<file path="config.mk">
export PLATFORM = sky130hd
export DESIGN_NAME = cnt_sweep_ctrl
export DESIGN_NICKNAME = d
export VERILOG_FILES = /design/src/rtl/cnt_pkg.sv /design/src/rtl/cnt_core.sv /design/src/rtl/cnt_sweep_ctrl.sv
export SDC_FILE = /design/constraint.sdc
export NUM_CORES = 1
export LEC_CHECK = 0
export BUFFER_PORTS_ARGS = -buffer_cell sky130_fd_sc_hd__buf_4
export CORE_MARGIN = 2
export CORE_UTILIZATION = 25
export CTS_BUF_LIST = sky130_fd_sc_hd__clkbuf_2 sky130_fd_sc_hd__clkbuf_4 sky130_fd_sc_hd__clkbuf_8
export CTS_CLUSTER_DIAMETER = 60
export CTS_CLUSTER_SIZE = 30
export DETAILED_ROUTE_END_ITERATION = 10
export HOLD_SLACK_MARGIN = 0.06
export SYNTH_ARGS = -nofsm -noshare
export SYNTH_HDL_FRONTEND = slang
export SYNTH_SLANG_ARGS = --single-unit
</file>
<file path="constraint.sdc">
create_clock -name cnt_clk -period 5.29 [get_ports cnt_clk]
set_input_delay 0.7935 -clock cnt_clk [delete_from_list [all_inputs] [get_ports cnt_clk]]
set_output_delay 0.7935 -clock cnt_clk [all_outputs]
set_load 0.005 [all_outputs]
</file>
<file path="src/rtl/cnt_pkg.sv">
// rtl/cnt_pkg.sv - shared state encoding and constants for the sweep counter
package cnt_pkg;

    typedef enum logic [2:0] {
        IDLE,
        UP,
        HOLD_HI,
        DOWN,
        DONE
    } cnt_state_t;

    localparam int   CNT_WIDTH = 4;
    localparam logic DIR_UP    = 1'b1;
    localparam logic DIR_DOWN  = 1'b0;

endpackage

</file>
<file path="src/rtl/cnt_core.sv">
// rtl/cnt_core.sv - loadable up/down counter; load has priority over count enable
module cnt_core
    import cnt_pkg::*;
#(
    parameter int WIDTH = CNT_WIDTH
) (
    input  logic             cnt_clk,
    input  logic             cnt_rst,
    input  logic             load,
    input  logic [WIDTH-1:0] load_val,
    input  logic             en,
    input  logic             dir,
    output logic [WIDTH-1:0] count
);

    always_ff @(posedge cnt_clk or negedge cnt_rst) begin
        if (!cnt_rst) begin
            count <= '0;
        end else if (load) begin
            count <= load_val;
        end else if (en) begin
            count <= (dir == DIR_UP) ? count + 1'b1 : count - 1'b1;
        end
    end

endmodule

</file>
<file path="src/rtl/cnt_sweep_ctrl.sv">
// rtl/cnt_sweep_ctrl.sv - command-driven triangle sweep between a latched floor and ceiling
module cnt_sweep_ctrl
    import cnt_pkg::*;
#(
    parameter int WIDTH = CNT_WIDTH,
    parameter int HOLD  = 2
) (
    input  logic             cnt_clk,
    input  logic             cnt_rst,
    input  logic             cmd_valid,
    output logic             cmd_ready,
    input  logic [WIDTH-1:0] cmd_lo,
    input  logic [WIDTH-1:0] cmd_hi,
    input  logic [2:0]       cmd_sweeps,
    input  logic             abort,
    output logic [WIDTH-1:0] count_out,
    output logic             cnt_dir,
    output logic             busy,
    output logic             done,
    output logic             err,
    output logic [2:0]       sweep_idx
);

    localparam logic [2:0] HOLD_LAST = 3'(HOLD - 1);

    cnt_state_t       state, state_nxt;
    logic [WIDTH-1:0] lo_r, hi_r;
    logic [2:0]       sweeps_r;
    logic [2:0]       idx_r, idx_nxt;
    logic [2:0]       hold_r, hold_nxt;
    logic             err_r, err_nxt;
    logic             latch;
    logic             ld, en, dir;
    logic [WIDTH-1:0] ld_val;
    logic             handshake, cmd_bad;

    assign cmd_ready = (state == IDLE) && !abort;
    assign handshake = cmd_valid && cmd_ready;
    assign cmd_bad   = (cmd_lo >= cmd_hi) || (cmd_sweeps == 3'd0);

    always_comb begin
        state_nxt = state;
        idx_nxt   = idx_r;
        hold_nxt  = hold_r;
        err_nxt   = 1'b0;
        latch     = 1'b0;
        ld        = 1'b0;
        ld_val    = lo_r;
        en        = 1'b0;
        dir       = DIR_UP;
        // Abort freezes the counter and sweep index where they stand.
        if (state != IDLE && abort) begin
            state_nxt = IDLE;
        end else begin
            case (state)
                IDLE: begin
                    if (handshake) begin
                        if (cmd_bad) begin
                            err_nxt = 1'b1;
                        end else begin
                            latch     = 1'b1;
                            ld        = 1'b1;
                            ld_val    = cmd_lo;
                            idx_nxt   = 3'd0;
                            state_nxt = UP;
                        end
                    end
                end
                UP: begin
                    if (count_out == hi_r) begin
                        hold_nxt  = 3'd0;
                        state_nxt = HOLD_HI;
                    end else begin
                        en = 1'b1;
                    end
                end
                HOLD_HI: begin
                    if (hold_r == HOLD_LAST) begin
                        en        = 1'b1;
                        dir       = DIR_DOWN;
                        state_nxt = DOWN;
                    end else begin
                        hold_nxt = hold_r + 3'd1;
                    end
                end
                DOWN: begin
                    if (count_out == lo_r) begin
                        idx_nxt = idx_r + 3'd1;
                        // Later sweeps restart at lo+1 so the floor is not repeated.
                        if (({1'b0, idx_r} + 4'd1) < {1'b0, sweeps_r}) begin
                            ld        = 1'b1;
                            ld_val    = lo_r + 1'b1;
                            state_nxt = UP;
                        end else begin
                            state_nxt = DONE;
                        end
                    end else begin
                        en  = 1'b1;
                        dir = DIR_DOWN;
                    end
                end
                DONE:    state_nxt = IDLE;
                default: state_nxt = IDLE;
            endcase
        end
    end

    always_ff @(posedge cnt_clk or negedge cnt_rst) begin
        if (!cnt_rst) begin
            state    <= IDLE;
            lo_r     <= '0;
            hi_r     <= '0;
            sweeps_r <= 3'd0;
            idx_r    <= 3'd0;
            hold_r   <= 3'd0;
            err_r    <= 1'b0;
        end else begin
            state  <= state_nxt;
            idx_r  <= idx_nxt;
            hold_r <= hold_nxt;
            err_r  <= err_nxt;
            if (latch) begin
                lo_r     <= cmd_lo;
                hi_r     <= cmd_hi;
                sweeps_r <= cmd_sweeps;
            end
        end
    end

    cnt_core #(.WIDTH(WIDTH)) u_core (
        .cnt_clk  (cnt_clk),
        .cnt_rst  (cnt_rst),
        .load     (ld),
        .load_val (ld_val),
        .en       (en),
        .dir      (dir),
        .count    (count_out)
    );

    assign busy      = (state != IDLE);
    assign cnt_dir   = (state == UP || state == HOLD_HI) ? DIR_UP : DIR_DOWN;
    assign done      = (state == DONE) && !abort;
    assign err       = err_r;
    assign sweep_idx = idx_r;

endmodule

</file>
==> results of run 1 <==
layout by cell type, fill, tap and decap left out, types with 2 or more instances in the layout:
cell / instances
mux2_4: 3
a21oi_2: 2
a31oi_1: 2
clkbuf_8: 3
buf_4: 26
mux2i_1: 3
o21ai_0: 10
inv_1: 15
dfrtp_1: 25
nor3_1: 5
nand2_1: 11
nand3_1: 5
nor2_1: 6
or3_1: 2
a21o_1: 2
a21oi_1: 13
ha_1: 12
xor2_1: 7
or4_1: 2
xnor2_1: 6
a211oi_1: 2
nor3b_1: 2
o21a_1: 2
mux2_2: 6
worst paths after layout:
path	startpoint	slack, ps	cells after the start	end
max	abort	2660	10	u_core.count[3]
min	cnt_rst	420	1	hi_r[3]
max reg2reg	sweep_idx[0]	2750	8	u_core.count[1]
min reg2reg	hold_r[1]	520	2	hold_r[1]
max in group asynchronous	cnt_rst	4620	1	u_core.count[3]
min in group cnt_clk	hold_r[1]	520	2	hold_r[1]
per-stage QoR:
stage	worst slack, ps	hold WS (ps)
3_3_place_gp	2420	502
2_1_floorplan	2740	472
6_report	2660	419
3_5_place_dp	2380	508
4_1_cts	2650	423
5_1_grt	2430	432
area by class of cell:
| class | instances | area [µm²] | area share [%] |
|---|---|---|---|
| clock buffer | 3 | 41.3 | 2.04 |
| clock inverter | 1 | 5.00 | 0.247 |
| inverter | 15 | 56.3 | 2.78 |
| multi-input combinational | 127 | 1000 | 49.5 |
| sequential | 25 | 626 | 30.9 |
| tap | 80 | 100 | 4.94 |
| timing repair buffer | 26 | 195 | 9.64 |
flip-flops by register name (all words and copies together), names as in the netlist:
signal / cells
sweeps_r: 3
state: 3
err: 1
hi_r: 4
lo_r: 4
hold_r: 3
u_core.count: 4
sweep_idx: 3
power by group:
part	total, µW	switching [µW]	internal, µW
registers	373	104	269
logic	489	242	247
clock network	115	62.0	52.7
metal layers:
metal	up-vias	track usage [%]	routed length (µm)
met5	-	0	0
met3	5	1.14	105
li1	665	-	-
met4	0	2.13	36
met2	27	16.9	1690
met1	632	13.6	1780
worst max-delay path: stages:
cell	delay [ps]
buf_4	140
nor2_1	330
nand3_2	150
o21ai_4	220
ha_1	260
a21o_1	180
a21oi_1	160
xor2_1	100
or3_1	320
a31oi_1	160
cells by family after synthesis:
kind of cell | count (synthesis) | share of synthesized area (%)
AO/OA/AOI/OAI | 43 | 16.4
XOR/XNOR | 13 | 6.65
adder cells (fa/ha/maj) | 13 | 9.94
buffers and inverters | 19 | 4.90
flip-flops | 25 | 36.5
multiplexers | 12 | 8.33
AND/OR/NAND/NOR | 46 | 17.3
==> run summary, run 1 <==
Status -> finished clean
WL/cell -> 13.0 µm
Synth Cell Area -> 1710 µm²
Routed wire length -> 3610 µm
Lkg Pwr -> 0.000939 µW
Fillcell total -> 694
Slew @ Worst Pin -> 681 ps
Core Region -> 6720 µm²
Final instance area -> 2030 µm²
Final ANT Viol Nets -> 0
Ys flop type -> dfrtp_1
Area grow syn2layout -> 18.3%
Final max-slew violation count -> 0
DIE AREA -> 7520 µm²
Placer congestion estimate -> 0.850
Layout cell share with drive strength beyond 1 -> 24.9%
TritonCTS clock tree -> yes
Syn Area/Cell -> 10.0 µm²
Peak VDD IR -> 0.156 mV
CTS Buf Count -> 3
Final setup vio count -> 0
CP arrival -> 2830 ps
Row count -> 30
Die Width -> 86.7 µm
Largest net degree at the start of global routing -> 26
Port bufs -> 26
# placed instances -> 273
Overflow after GRT -> 0
CTS H-tree depth -> 1
Vias/cell -> 4.80
Synthesis Warnings -> 0
Max_cap viols -> 0
Ant diodes -> 0
Starting DRC count in detailed routing -> 51
Number of post-CTS setup repair buffers -> 0
Vias in the first global route -> 1304
Post-Layout Cell Count -> 277
Num ports -> 27
Crit path kind -> primary input to register
Max Clock Freq -> 380 MHz
Post-Syn Instances -> 171
CTS Sinks -> 25
Count leader, synth -> dfrtp_1
PwrDens -> 482 nW/µm²
EDFF count, synth -> 0
Syn Nets -> 199
Vias after detailed routing -> 1329
Finished Core Util -> 30.1%
CP Data Required Time -> 5490 ps
CTS resizes -> 0
Initial Util -> 25.5%
Post-DP HPWL -> 2830 µm
Final #Nets -> 226
Max FO, Critical Path -> 7
Clk buf depth -> 2
CP Capture Type -> register
Power, Total -> 977 µW
Cell taking the most area after synthesis -> dfrtp_1
Antenna violations before repair -> 0
Final hold viol count -> 0
Flops & latches, synth -> 25
First-pass GRT wire length -> 5980 µm
Period minus WS final -> 2630 ps
Async set-reset flop share out of synthesis -> 100%
Setup total negative slack -> 0 ps
Synth cell count leaders -> 25 x dfrtp_1, 15 x inv_1, 13 x a21oi_1, 12 x ha_1, 11 x nand2_1
Hold buffer count at cts -> 0
Clk pin slew, worst setup/hold paths -> 80 ps
Setup Skew -> 6.00 ps
First-pass iteration count of the detailed router -> 4
Synth area leaders -> dfrtp_1 37%, ha_1 8.8%, mux2_2 3.9%, a21oi_1 3.8%, xor2_1 3.6%
Worst slew margin -> 54.3%
Clk root buf -> clkbuf_8
DP Area -> 1980 µm²
Unrepaired setup endpoints after global routing -> no
Post-synth cell types -> 50
DRC Markers -> 0
GRT Total Usage -> 9.92%
Clk_lat worst skew -> 270 ps
Chip height -> 86.7 µm
Hold WC Path Type -> primary input to async pin
Tcrit/Tclk final -> 49.7%
Area share of the largest cell type after synthesis -> 36.5%
CP Launch Type -> primary input
Sequential share of the synthesized area -> 36.5%
Note: power is estimated with default switching activity, not from simulation.
==> run 2, diff against run 1 <==
==> constraint.sdc (replaced) <==
create_clock -name cnt_clk -period 2.6 [get_ports cnt_clk]
set_input_delay 0.39 -clock cnt_clk [delete_from_list [all_inputs] [get_ports cnt_clk]]
set_output_delay 0.39 -clock cnt_clk [all_outputs]
set_load 0.005 [all_outputs]
==> run summary, run 2 (synthesis gave the netlist of run 1 again) <==
CP Data Required Time -> 2790 ps (was 5490 ps)
Row count -> 30 (unchanged)
Hold WC Path Type -> primary input to register (was primary input to async pin)
DIE AREA -> 7520 µm² (unchanged)
CP arrival -> 2560 ps (was 2830 ps)
Slew @ Worst Pin -> 545 ps (was 681 ps)
Most common cell after layout, fill and taps aside -> buf_4 (unchanged)
Switching power -> 857 µW (was 408 µW)
Clk root buf -> clkbuf_8 (unchanged)
Max_cap viols -> 0 (unchanged)
Die Width -> 86.7 µm (unchanged)
Setup total negative slack -> 0 ps (unchanged)
Clk buf depth -> 2 (unchanged)
First-pass GRT wire length -> 6520 µm (was 5980 µm)
Fillcell total -> 691 (was 694)
Placer congestion estimate -> 0.810 (was 0.850)
Vias/cell -> 4.81 (was 4.80)
Period minus WS final -> 2370 ps
Post-DP HPWL -> 3030 µm (was 2830 µm)
Reg area -> 626 µm² (unchanged)
CP Launch Type -> register (was primary input)
Core Region -> 6720 µm² (unchanged)
Top Registers -> hi_r: 4 flops, lo_r: 4 flops, u_core.count: 4 flops (unchanged)
CTS Sinks -> 25 (unchanged)
CTS resizes -> 0 (unchanged)
Sw Ratio -> 40.6% (was 41.8%)
Worst hold path depth -> 3
Ant diodes -> 0 (unchanged)
Combinational power share -> 54.5% (was 50.1%)
Tcrit/Tclk final -> 91.1%
Area grow syn2layout -> 23.9% (was 18.3%)
Starting DRC count in detailed routing -> 69 (was 51)
Pint -> 1260 µW (was 568 µW)
Peak VDD IR -> 0.337 mV (was 0.156 mV)
Chip height -> 86.7 µm (unchanged)
Port bufs -> 26 (unchanged)
Largest net degree at the start of global routing -> 26 (unchanged)
Layout cell share with drive strength beyond 1 -> 28.7% (was 24.9%)
Final setup vio count -> 0 (unchanged)
Vias in the first global route -> 1367 (was 1304)
CTS Buf Count -> 3 (unchanged)
Status -> finished clean (unchanged)
Clock network fraction of design power -> 11.7% (was 11.8%)
Worst slew margin -> 63.4% (was 54.3%)
Most frequent cells in the layout -> 37 x buf_4, 25 x dfrtp_1, 15 x inv_1, 13 x a21oi_1, 12 x ha_1 (was 26 x buf_4, 25 x dfrtp_1, 15 x inv_1, 13 x a21oi_1, 12 x ha_1)
Routed wire length -> 3830 µm (was 3610 µm)
Lkg Pwr -> 0.000999 µW (was 0.000939 µW)
GRT Total Usage -> 10.8% (was 9.92%)
First-pass iteration count of the detailed router -> 4 (unchanged)
Multi-input logic area -> 1000 µm² (unchanged)
Unrepaired setup endpoints after global routing -> no (unchanged)
CP Capture Type -> register (unchanged)
Crit path kind -> register to register (was primary input to register)
Sequential power share -> 33.9% (was 38.2%)
DRC Markers -> 0 (unchanged)
Overflow after GRT -> 0 (unchanged)
Clk pin slew, worst setup/hold paths -> 90 ps (was 80 ps)
Setup Skew -> 1.32 ps (was 6.00 ps)
Max Clock Freq -> 422 MHz
Final hold viol count -> 0 (unchanged)
Vias after detailed routing -> 1390 (was 1329)
Reg2Reg Depth -> 9 (was 8)
Final #Nets -> 238 (was 226)
Clk_lat worst skew -> 270 ps (about the same)
Max FO, Critical Path -> 6 (was 7)
Finished Core Util -> 31.6% (was 30.1%)
CTS H-tree depth -> 1 (unchanged)
Antenna violations before repair -> 0 (unchanged)
TritonCTS clock tree -> yes (unchanged)
Initial Util -> 25.5% (unchanged)
Final ANT Viol Nets -> 0 (unchanged)
Final max-slew violation count -> 0 (unchanged)
Num ports -> 27 (unchanged)
WL/cell -> 13.2 µm (was 13.0 µm)
PwrDens -> 996 nW/µm² (was 482 nW/µm²)
## run 2: layer usage
layer	up-vias	track usage (%)	share of wire (%)
li1	691	-	-
met4	0	2.70	1.5
met1	663	14.7	45
met3	6	1.62	3.9
met2	30	17.8	49
met5	-	0	0
## run 2: final cells by class
type / count / share of cell area, %
clock buffer: 4 / 2.30
tap: 80 / 4.72
inverter: 15 / 2.65
sequential: 25 / 29.5
multi-input combinational: 127 / 47.3
timing repair buffer: 38 / 13.6
## run 2: power groups by stage
stage / logic (µW) / clock network, µW / registers [µW]
2_1_floorplan: 773 / 0 / 681
3_3_place_gp: 1130 / 0 / 721
3_5_place_dp: 1160 / 0 / 724
4_1_cts: 1170 / 251 / 717
5_1_grt: 1290 / 268 / 738
6_report: 1150 / 246 / 716
## run 2: final timing paths
path	start	slack, ps	to
min reg2reg	hold_r[1]	520	hold_r[1]
min	cmd_sweeps[1]	330	sweeps_r[1]
max in group asynchronous	cnt_rst	1780	sweep_idx[1]
min in group asynchronous	cnt_rst	570	hold_r[2]
max reg2reg	lo_r[1]	230	u_core.count[3]
max	lo_r[1]	230	u_core.count[3]
## run 2: per-stage QoR
step | setup slack [ps] | hold slack, ps | std cells | instance area, µm² | power (µW)
final | 231 | 328 | 289 | 2120 | 2110
after global placement | 252 | 325 | 284 | 2060 | 1850
after detailed placement | 191 | 327 | 284 | 2060 | 1880
after floorplan | 372 | 94.4 | 171 | 1710 | 1450
after CTS | 217 | 328 | 289 | 2120 | 2130
after global routing | 90.4 | 338 | 289 | 2120 | 2290
## run 2: repair_timing
action / in CTS / in global routing
setup buffers: 0 / 0
hold buffers: 1 / 0
setup endpoints to repair: 0 / 0
hold endpoints to repair: 25 / 0
## run 2: critical path, cell delays in order (launching register included)
cell and delay (ps):
dfrtp_1 450, xnor2_1 220, and4_4 310, o21ai_4 80, buf_4 160, ha_1 300
a21oi_1 180, xor2_1 100, or3_1 310, a31oi_1 180
==> run 3, diff against run 2 <==
--- a/config.mk
+++ b/config.mk
@@ -13,6 +13,7 @@
 export CTS_CLUSTER_SIZE = 30
 export DETAILED_ROUTE_END_ITERATION = 10
 export HOLD_SLACK_MARGIN = 0.06
+export RECOVER_POWER = 25
 export SYNTH_ARGS = -nofsm -noshare
 export SYNTH_HDL_FRONTEND = slang
 export SYNTH_SLANG_ARGS = --single-unit
==> run summary, run 3 (synthesis gave the netlist of run 1 again) <==
CP arrival -> 2560 ps (about the same)
Final max-slew violation count -> 0 (unchanged)
Pint -> 1250 µW (was 1260 µW)
Die Width -> 86.7 µm (unchanged)
Post-DP HPWL -> 3030 µm (unchanged)
Area grow syn2layout -> 23.7% (was 23.9%)
Critical path's top delay family -> simple AND/OR/NAND/NOR gates (unchanged)
WL/cell -> 13.2 µm (about the same)
CTS H-tree depth -> 1 (unchanged)
Period minus WS final -> 2370 ps (unchanged)
Max_cap viols -> 0 (unchanged)
First-pass iteration count of the detailed router -> 4 (unchanged)
Max Used Layer -> met4 (unchanged)
Overflow after GRT -> 0 (unchanged)
Combinational power share -> 54.5% (about the same)
Most common cell after layout, fill and taps aside -> buf_4 (unchanged)
Tcrit/Tclk final -> 91.1% (unchanged)
Lkg Pwr -> 0.000995 µW (was 0.000999 µW)
Met3 WL post-DR -> 148 µm (unchanged)
Reg2Reg Depth -> 9 (unchanged)
DRC Markers -> 0 (unchanged)
Slowest-stage cell, CP -> dfrtp_1 (unchanged)
Hold WC Path Type -> primary input to register (unchanged)
Initial Util -> 25.5% (unchanged)
CP Depth -> 9 (unchanged)
WL met2 -> 1890 µm (unchanged)
Most frequent cells in the layout -> 36 x buf_4, 25 x dfrtp_1, 15 x inv_1, 13 x a21oi_1, 12 x ha_1 (was 37 x buf_4, 25 x dfrtp_1, 15 x inv_1, 13 x a21oi_1, 12 x ha_1)
DIE AREA -> 7520 µm² (unchanged)
CTS Sinks -> 25 (unchanged)
Clk pin slew, worst setup/hold paths -> 90 ps (about the same)
CP Cell Sequence -> xnor2_1 -> and4_4 -> o21ai_4 -> buf_4 -> ha_1 -> a21oi_1 -> xor2_1 -> or3_1 -> a31oi_1 (unchanged)
Clk_lat worst skew -> 270 ps (about the same)
Setup total negative slack -> 0 ps (unchanged)
Top Registers -> hi_r: 4 flops, lo_r: 4 flops, u_core.count: 4 flops (unchanged)
Crit path kind -> register to register (unchanged)
Setup Skew -> 1.32 ps (unchanged)
Core Region -> 6720 µm² (unchanged)
Power, Total -> 2110 µW (about the same)
Largest net degree at the start of global routing -> 26 (unchanged)
TritonCTS clock tree -> yes (unchanged)
Clk root buf -> clkbuf_8 (unchanged)
Row count -> 30 (unchanged)
GRT Total Usage -> 10.8% (unchanged)
Status -> finished clean (unchanged)
Ant diodes -> 0 (unchanged)
Starting DRC count in detailed routing -> 69 (unchanged)
Unrepaired setup endpoints after global routing -> no (unchanged)
Sw Ratio -> 40.6% (about the same)
Fillcell total -> 691 (unchanged)
Vias after detailed routing -> 1390 (unchanged)
Bufs and invs on worst path -> 1 (unchanged)
Final #Nets -> 238 (unchanged)
PwrDens -> 997 nW/µm² (was 996 nW/µm²)
Clk buf depth -> 2 (unchanged)
Switching power -> 856 µW (was 857 µW)
Clock network fraction of design power -> 11.7% (about the same)
Final ANT Viol Nets -> 0 (unchanged)
Routed wire length -> 3820 µm (was 3830 µm)
CP Data Required Time -> 2790 ps (about the same)
Max FO, Critical Path -> 6 (unchanged)
Slew @ Worst Pin -> 1420 ps (was 545 ps)
CP Capture Type -> register (unchanged)
Peak VDD IR -> 0.336 mV (was 0.337 mV)
Final setup vio count -> 0 (unchanged)
Final hold viol count -> 0 (unchanged)
First-pass GRT wire length -> 6520 µm (unchanged)
Worst slew margin -> 5.31% (was 63.4%)
Chip height -> 86.7 µm (unchanged)
Layout cell share with drive strength beyond 1 -> 28.2% (was 28.7%)
Antenna violations before repair -> 0 (unchanged)
Vias in the first global route -> 1367 (unchanged)
Placer congestion estimate -> 0.810 (unchanged)
Sequential power share -> 33.9% (about the same)
Num ports -> 27 (unchanged)
Port bufs -> 26 (unchanged)
Crit path largest cell delay -> 450 ps (about the same)
CTS Buf Count -> 3 (unchanged)
Met1 Routed Length -> 1730 µm (about the same)
CP Launch Type -> register (unchanged)
Max Clock Freq -> 422 MHz (unchanged)
Worst hold path depth -> 3 (unchanged)
Vias/cell -> 4.81 (unchanged)
run 3: cell count changes in the layout (fill, tap and decap cells not counted):
cell	delta
buf_4	-1
clkbuf_1	+1
run 3: stage by stage:
stage	util (%)	hold WS [ps]	cell area, µm²	std cells	setup slack (ps)
6_report	31.5	328	2120	289	231
5_1_grt	31.5	338	2120	289	90.4
4_1_cts	31.6	328	2120	289	217
3_5_place_dp	30.7	327	2060	284	191
3_3_place_gp	30.7	325	2060	284	252
2_1_floorplan	-	94.4	1710	171	372
run 3: power by group through the flow:
stage	Clock, µW	Combinational [µW]	Sequential, µW
detailed placement	0	1160	724
global placement	0	1130	721
CTS	251	1170	717
floorplan	0	773	681
global route	268	1280	738
finish	246	1150	716
run 3: per-layer routing:
layer | global-route usage (%) | up-vias
met5 | 0 | -
met2 | 17.8 | 30
li1 | - | 691
met1 | 14.7 | 663
met3 | 1.62 | 6
met4 | 2.70 | 0
run 3: final cells by class:
class / instances / area, µm² / area share (%)
multi-input combinational: 127 / 1000 / 47.3
sequential: 25 / 626 / 29.6
timing repair buffer: 38 / 284 / 13.4
tap: 80 / 100 / 4.73
inverter: 15 / 56.3 / 2.66
clock buffer: 4 / 48.8 / 2.30
run 3: worst reg2reg max path, cell delays in order (launching register included):
cell and delay, ps:
dfrtp_1 450, xnor2_1 220, and4_4 310, o21ai_4 80, buf_4 160, ha_1 300
a21oi_1 180, xor2_1 100, or3_1 310, a31oi_1 180
run 3: timing repair:
item | in CTS | in global routing
resized for setup | 0 | 0
endpoints found under the hold margin | 25 | 0
hold buffers | 1 | 0
setup buffers | 0 | 0
run 3: path summary, 6_finish.rpt:
| check | startpoint | endpoint | slack, ps |
|---|---|---|---|
| setup / recovery | lo_r[1] | u_core.count[3] | 230 |
| hold reg to reg | hold_r[1] | hold_r[1] | 520 |
| hold / removal | cmd_sweeps[1] | sweeps_r[1] | 330 |
| max in group asynchronous | cnt_rst | sweep_idx[1] | 790 |
| setup reg to reg | lo_r[1] | u_core.count[3] | 230 |
| min in group asynchronous | cnt_rst | hold_r[2] | 980 |
